<file path="config.mk">
export PLATFORM = sky130hd
export DESIGN_NAME = sdpram_stream_fifo_ctrl
export DESIGN_NICKNAME = d
export VERILOG_FILES = /design/src/rtl/sdpram_stream_fifo_ctrl.sv
export SDC_FILE = /design/constraint.sdc
export NUM_CORES = 1
export LEC_CHECK = 0
export CORE_MARGIN = 1.5
export CORE_UTILIZATION = 35
export DETAILED_ROUTE_END_ITERATION = 8
export SKIP_LAST_GASP = 1
export SLEW_MARGIN = 5
export SYNTH_ARGS = -nofsm -noshare
export SYNTH_HDL_FRONTEND = slang
export SYNTH_SLANG_ARGS = --single-unit
</file>
<file path="constraint.sdc">
create_clock -name clka -period 7.8 [get_ports clka]
set_clock_uncertainty 0.05 [all_clocks]
set_input_delay 1.56 -clock clka [delete_from_list [all_inputs] [get_ports clka]]
set_output_delay 1.56 -clock clka [all_outputs]
set_load 0.005 [all_outputs]
</file>
<file path="src/rtl/sdpram_stream_fifo_ctrl.sv">
// sdpram_stream_fifo_ctrl
// Stream FIFO controller wrapped around a common-clock simple-dual-port RAM
// with 2-cycle read latency. Upstream words are written through port A and
// read back through port B. A 4-entry output skid buffer, fed under a read
// credit rule, hides the RAM latency and gives a first-word-fall-through
// downstream stream at full throughput.
//
// Ports
//   clka, rsta_n       clock, async active-low reset
//   s_data/valid/ready upstream stream
//   m_data/valid/ready downstream stream (head of output buffer)
//   count              words held: RAM + in-flight reads + output buffer
//   ram_*              RAM wrapper port A (write) and port B (read) controls
module sdpram_stream_fifo_ctrl #(
  parameter int unsigned ADDR_WIDTH_A       = 6,
  parameter int unsigned WRITE_DATA_WIDTH_A = 32
) (
  input  logic                          clka,
  input  logic                          rsta_n,
  input  logic [WRITE_DATA_WIDTH_A-1:0] s_data,
  input  logic                          s_valid,
  output logic                          s_ready,
  output logic [WRITE_DATA_WIDTH_A-1:0] m_data,
  output logic                          m_valid,
  input  logic                          m_ready,
  output logic [ADDR_WIDTH_A:0]         count,
  output logic [WRITE_DATA_WIDTH_A-1:0] ram_dina,
  output logic [ADDR_WIDTH_A-1:0]       ram_addra,
  output logic                          ram_wea,
  output logic                          ram_ena,
  output logic [ADDR_WIDTH_A-1:0]       ram_addrb,
  output logic                          ram_enb,
  output logic                          ram_regceb,
  output logic                          ram_rstb,
  input  logic [WRITE_DATA_WIDTH_A-1:0] ram_doutb
);

  localparam int unsigned AW    = ADDR_WIDTH_A;
  localparam int unsigned DW    = WRITE_DATA_WIDTH_A;
  localparam int unsigned CW    = ADDR_WIDTH_A + 1;
  localparam int unsigned DEPTH = 1 << ADDR_WIDTH_A;
  localparam int unsigned OBW   = 3;   // obuf count width, 0..4 plus credit sum up to 6
  localparam int unsigned OBIW  = 2;   // obuf index width
  localparam int unsigned OBN   = 4;   // obuf entries

  logic [AW-1:0]   wr_ptr_q,   wr_ptr_d;
  logic [AW-1:0]   rd_ptr_q,   rd_ptr_d;
  logic [CW-1:0]   ram_cnt_q,  ram_cnt_d;
  logic [1:0]      infl_q,     infl_d;
  logic [OBW-1:0]  obuf_cnt_q, obuf_cnt_d;
  logic [OBIW-1:0] obuf_wr_q,  obuf_wr_d;
  logic [OBIW-1:0] obuf_rd_q,  obuf_rd_d;
  logic [CW-1:0]   count_q,    count_d;
  logic [DW-1:0]   obuf_mem [OBN];

  logic wr_fire;
  logic rd_issue;
  logic credit_ok;
  logic ob_push;
  logic ob_pop;

  // Handshake and read-issue decisions from current state only
  always_comb begin
    s_ready   = rsta_n & (ram_cnt_q != CW'(DEPTH));
    wr_fire   = s_valid & s_ready;
    // Outstanding = buffered + in flight; an issue now can never overrun obuf
    credit_ok = (obuf_cnt_q + OBW'(infl_q[0]) + OBW'(infl_q[1])) < OBW'(OBN);
    rd_issue  = (ram_cnt_q != '0) & credit_ok;
    ob_push   = infl_q[1];
    m_valid   = (obuf_cnt_q != '0);
    ob_pop    = m_valid & m_ready;
  end

  // RAM port drive and stream outputs
  always_comb begin
    ram_dina   = s_data;
    ram_addra  = wr_ptr_q;
    ram_wea    = wr_fire;
    ram_ena    = wr_fire;
    ram_addrb  = rd_ptr_q;
    ram_enb    = rd_issue;
    ram_regceb = 1'b1;
    ram_rstb   = ~rsta_n;
    m_data     = obuf_mem[obuf_rd_q];
    count      = count_q;
  end

  // Next-state logic
  always_comb begin
    wr_ptr_d   = wr_ptr_q;
    rd_ptr_d   = rd_ptr_q;
    ram_cnt_d  = ram_cnt_q;
    infl_d     = infl_q;
    obuf_cnt_d = obuf_cnt_q;
    obuf_wr_d  = obuf_wr_q;
    obuf_rd_d  = obuf_rd_q;
    count_d    = count_q;

    if (wr_fire)  wr_ptr_d  = wr_ptr_q + AW'(1);
    if (rd_issue) rd_ptr_d  = rd_ptr_q + AW'(1);
    if (ob_push)  obuf_wr_d = obuf_wr_q + OBIW'(1);
    if (ob_pop)   obuf_rd_d = obuf_rd_q + OBIW'(1);

    ram_cnt_d  = ram_cnt_q + CW'(wr_fire) - CW'(rd_issue);
    infl_d     = {infl_q[0], rd_issue};
    obuf_cnt_d = obuf_cnt_q + OBW'(ob_push) - OBW'(ob_pop);
    count_d    = ram_cnt_d + CW'(infl_d[0]) + CW'(infl_d[1]) + CW'(obuf_cnt_d);
  end

  // Control state
  always_ff @(posedge clka or negedge rsta_n) begin
    if (!rsta_n) begin
      wr_ptr_q   <= '0;
      rd_ptr_q   <= '0;
      ram_cnt_q  <= '0;
      infl_q     <= '0;
      obuf_cnt_q <= '0;
      obuf_wr_q  <= '0;
      obuf_rd_q  <= '0;
      count_q    <= '0;
    end else begin
      wr_ptr_q   <= wr_ptr_d;
      rd_ptr_q   <= rd_ptr_d;
      ram_cnt_q  <= ram_cnt_d;
      infl_q     <= infl_d;
      obuf_cnt_q <= obuf_cnt_d;
      obuf_wr_q  <= obuf_wr_d;
      obuf_rd_q  <= obuf_rd_d;
      count_q    <= count_d;
    end
  end

  // Output buffer storage; contents are don't-care until counted valid
  always_ff @(posedge clka) begin
    if (ob_push) obuf_mem[obuf_wr_q] <= ram_doutb;
  end

  // A RAM return into a full buffer means the credit rule was broken
  always_ff @(posedge clka) begin
    if (rsta_n) begin
      assert (!(ob_push && (obuf_cnt_q == OBW'(OBN))))
        else $error("obuf overflow: RAM return into full output buffer");
    end
  end

endmodule

</file>
==> run_results.csv <==
group,metric,value,unit
layout,fillCellCount,1670,
layout,nets,545,
synth,synth.area.top_cells,"edfxtp_1, dfrtp_1, mux4_2, ha_1, buf_4",
layout,synthToLayoutAreaGrowth,22.9,%
grt,grt_usage,0.131,
synth,synth_top_family_by_area,"multiplexers",
power_and_ir_drop,power_density,495,nW/µm²
critical_path,critPathKind,"in -> out",
die,io_pins,158,
layout,n_antenna_cell,0,
critical_path,arrival,3.67,ns
timing,slew_viol_final,0,
synth,synth_top_area_cell,"edfxtp_1",
synth,synth_fa_ha_area_frac,0.0556,
critical_path,regToRegSetupSlack,3.60,ns
grt,antenna_found_initial,0,
timing,finalCriticalPeriod,5.28,ns
synth,netlist_top_cells_count,"edfxtp_1, dfrtp_1, buf_4",
clocking,cts-hold-fix-buffers,0,
clocking,cts_tree,"built",
grt,grt_pass1_wl,19700,µm
critical_path,critPathBufInv,4,
critical_path,critPathSlowestCell,"clkdlybuf4s50_1",
critical_path,startpoint_type,"input port",
synth,syn_avg_cell_area,18.1,µm²
synth,yosys_most_used_dff,"edfxtp_1",
critical_path,cp_cell_sequence,"clkdlybuf4s50_1, buf_4, inv_1, a41oi_1, and2_1, clkdlybuf4s50_1",
synth,syn_inst,379,
grt,grt_max_degree,37,
timing,rsz0062_at_grt,"no",
detailed_routing,post-route-drc-count,0,
synth,synth-compound-area-share,0.0174,
synth,yosysMostFrequentCell,"edfxtp_1",
synth,synth_cell_types,42,
clocking,cts_resized,0,
power_and_ir_drop,comb_power_share,0.449,
die,dieArea,20400,µm²
clocking,clockBufferDepth,2,
clocking,root_buffer,"clkbuf_16",
detailed_routing,wl_per_cell,17.2,µm
power_and_ir_drop,p_int,2740,µW
placed_design,io_buffer_count,92,
layout,multiInputGateArea,1730,µm²
timing,slew_headroom,0.353,
die,rows,50,
grt,grt_pass1_vias,3698,
synth,yosysWarnings,0,
die,design.core.area,19000,µm²
critical_path,cp_max_fo,36,
outcome,status,"complete, no violations",
critical_path,critPathRequiredTime,6.19,ns
synth,yosysSeqAreaShare,0.690,
detailed_routing,wl,12400,µm
synth,synthXorXnorAreaFrac,0.0318,
die,die_y,143,µm
critical_path,r2r-start,"infl_q[1]",
placed_design,gp_routability_congestion,0.750,
timing,worstMarginPinSlew,0.970,ns
synth,muxShareOfSynthArea,0.109,
synth,async_flop_share,0.215,
layout,design_area,8410,µm²
synth,synth-edff-count,128,
placed_design,hpwlAfterDp,7590,µm
clocking,clk_pin_slew,0.07,ns
critical_path,cp-end-kind,"primary output",
power_and_ir_drop,clockPowerShare,0.199,
run,maxCapViolations,0,
die,start_util,0.361,
synth,synth_area,6840,µm²
hold_path,hold_depth,0,
detailed_routing,drt_first_iter_violations,142,
hold_path,min_path_type,"reg -> reg",
critical_path,path_common_cell,"clkdlybuf4s50_1",
timing,setup_viol,0,
clocking,h-tree-depth,4,
hold_path,hp-start,"infl_q[0]",
critical_path,reg2regPathDepth,18,
timing,finalSetupTns,0,ns
layout,fin_cells,722,
grt,grt-ovfl-total,0,
clocking,numCtsBuffers,17,
power_and_ir_drop,max-vdd-ir-drop,0.636,mV
power_and_ir_drop,swShare,0.341,
detailed_routing,final_antenna_net_count,0,
detailed_routing,first_pass_iters,4,
layout,seq_area,4720,µm²
synth,syn_nets,475,
critical_path,worst_path_dominant_cell_family,"buffers and inverters",
die,die_w,143,µm
timing,finalCritPeriodShare,0.677,
hold_path,whs_endpoint,"infl_q[1]",
detailed_routing,routed_via_density,4.59,
layout,drive_above_1_share,0.167,
power_and_ir_drop,p_switching,1420,µW
synth,yosys.area_share.simple,0.0380,
clocking,insertion_delay,0.42,ns
critical_path,cpPeakStageDelay,0.57,ns
power_and_ir_drop,p_leak,0.00301,µW
timing,hold_viol_final,0,
power_and_ir_drop,power_frac_seq,0.351,
detailed_routing,vias,3315,
synth,ys_ff_latch,163,
placed_design,placed_area,7810,µm²
critical_path,regToRegEndpoint,"count[6]",
clocking,post_cts_buffers,0,
timing,max_freq,0.189,GHz
clocking,cts.sink_count,163,
placed_design,place_inst,690,
synth,synth_top_area_share,0.562,
==> area by class of cell <==
type / instances / area share
multi-input combinational: 146 / 0.206
sequential: 163 / 0.562
tap: 260 / 0.0387
clock buffer: 17 / 0.0506
inverter: 27 / 0.0121
timing repair buffer: 94 / 0.111
clock inverter: 15 / 0.0201
==> cells in the final DEF, fill, tap and decap left out, drive strengths merged, types with 3 or more instances in the layout <==
cell type      instances
nand2                  9
edfxtp               128
xnor2                 17
inv                   35
mux4                  32
nor2b                  3
a21oi                  3
clkinvlp               3
o21ai                  5
nor3                   3
dfrtp                 35
fa                     4
ha                    24
nand2b                 3
clkinv                 3
nor4                   3
clkbuf                17
clkdlybuf4s50         92
nand4                  4
and2                   6
xor2                   7
==> power groups by stage <==
stage	sequential, µW	combinational (µW)	clock [µW]
final	1460	1870	829
after global routing	1500	2120	887
after CTS	1470	1920	852
after detailed placement	1490	1900	0
after global placement	1480	1890	0
after floorplan	1390	1290	0
==> metal layers <==
metal	up-vias	track usage	share of wire
met4	0	0.0412	0.016
li1	1523	-	-
met2	102	0.214	0.49
met1	1661	0.159	0.42
met3	29	0.0516	0.067
met5	-	0	0
==> worst max path at each step <==
stage | startpoint | to | slack, ns | cells after the start
2_1_floorplan | rsta_n | count[6] | 3.45 | 16
3_3_place_gp | rsta_n | count[6] | 2.31 | 17
3_5_place_dp | rsta_n | count[6] | 2.21 | 17
4_1_cts | rsta_n | ram_wea | 2.44 | 6
5_1_grt | rsta_n | ram_wea | 2.29 | 6
6_report | rsta_n | ram_wea | 2.52 | 6
==> stage by stage <==
step | hold WS (ns) | total power (µW) | utilization | setup WS [ns]
2_1_floorplan | 0.330 | 2680 | - | 3.45
3_3_place_gp | 0.368 | 3360 | 0.412 | 2.31
3_5_place_dp | 0.369 | 3390 | 0.412 | 2.21
4_1_cts | 0.385 | 4250 | 0.444 | 2.44
5_1_grt | 0.400 | 4510 | 0.444 | 2.29
6_report | 0.378 | 4160 | 0.444 | 2.52
==> state kept, by name, summed over array words and instances, names as in the netlist <==
name        count
count           7
ram_addra       6
obuf_wr_q       2
obuf_cnt_q      3
infl_q          2
obuf_rd_q       2
ram_cnt_q       7
ram_addrb       6
obuf_mem      128
==> cell families (layout without fill, tap and decap cells) <==
kind of cell    count (synthesis)  in the layout
fa+ha+maj                      28             28
other cells                     1              1
buf+inv                        70            153
flops                         163            163
simple gates                   41             41
compound gates                 18             18
mux                            34             34
xor+xnor                       24             24
No activity file was read; power rests on OpenSTA's default activity.
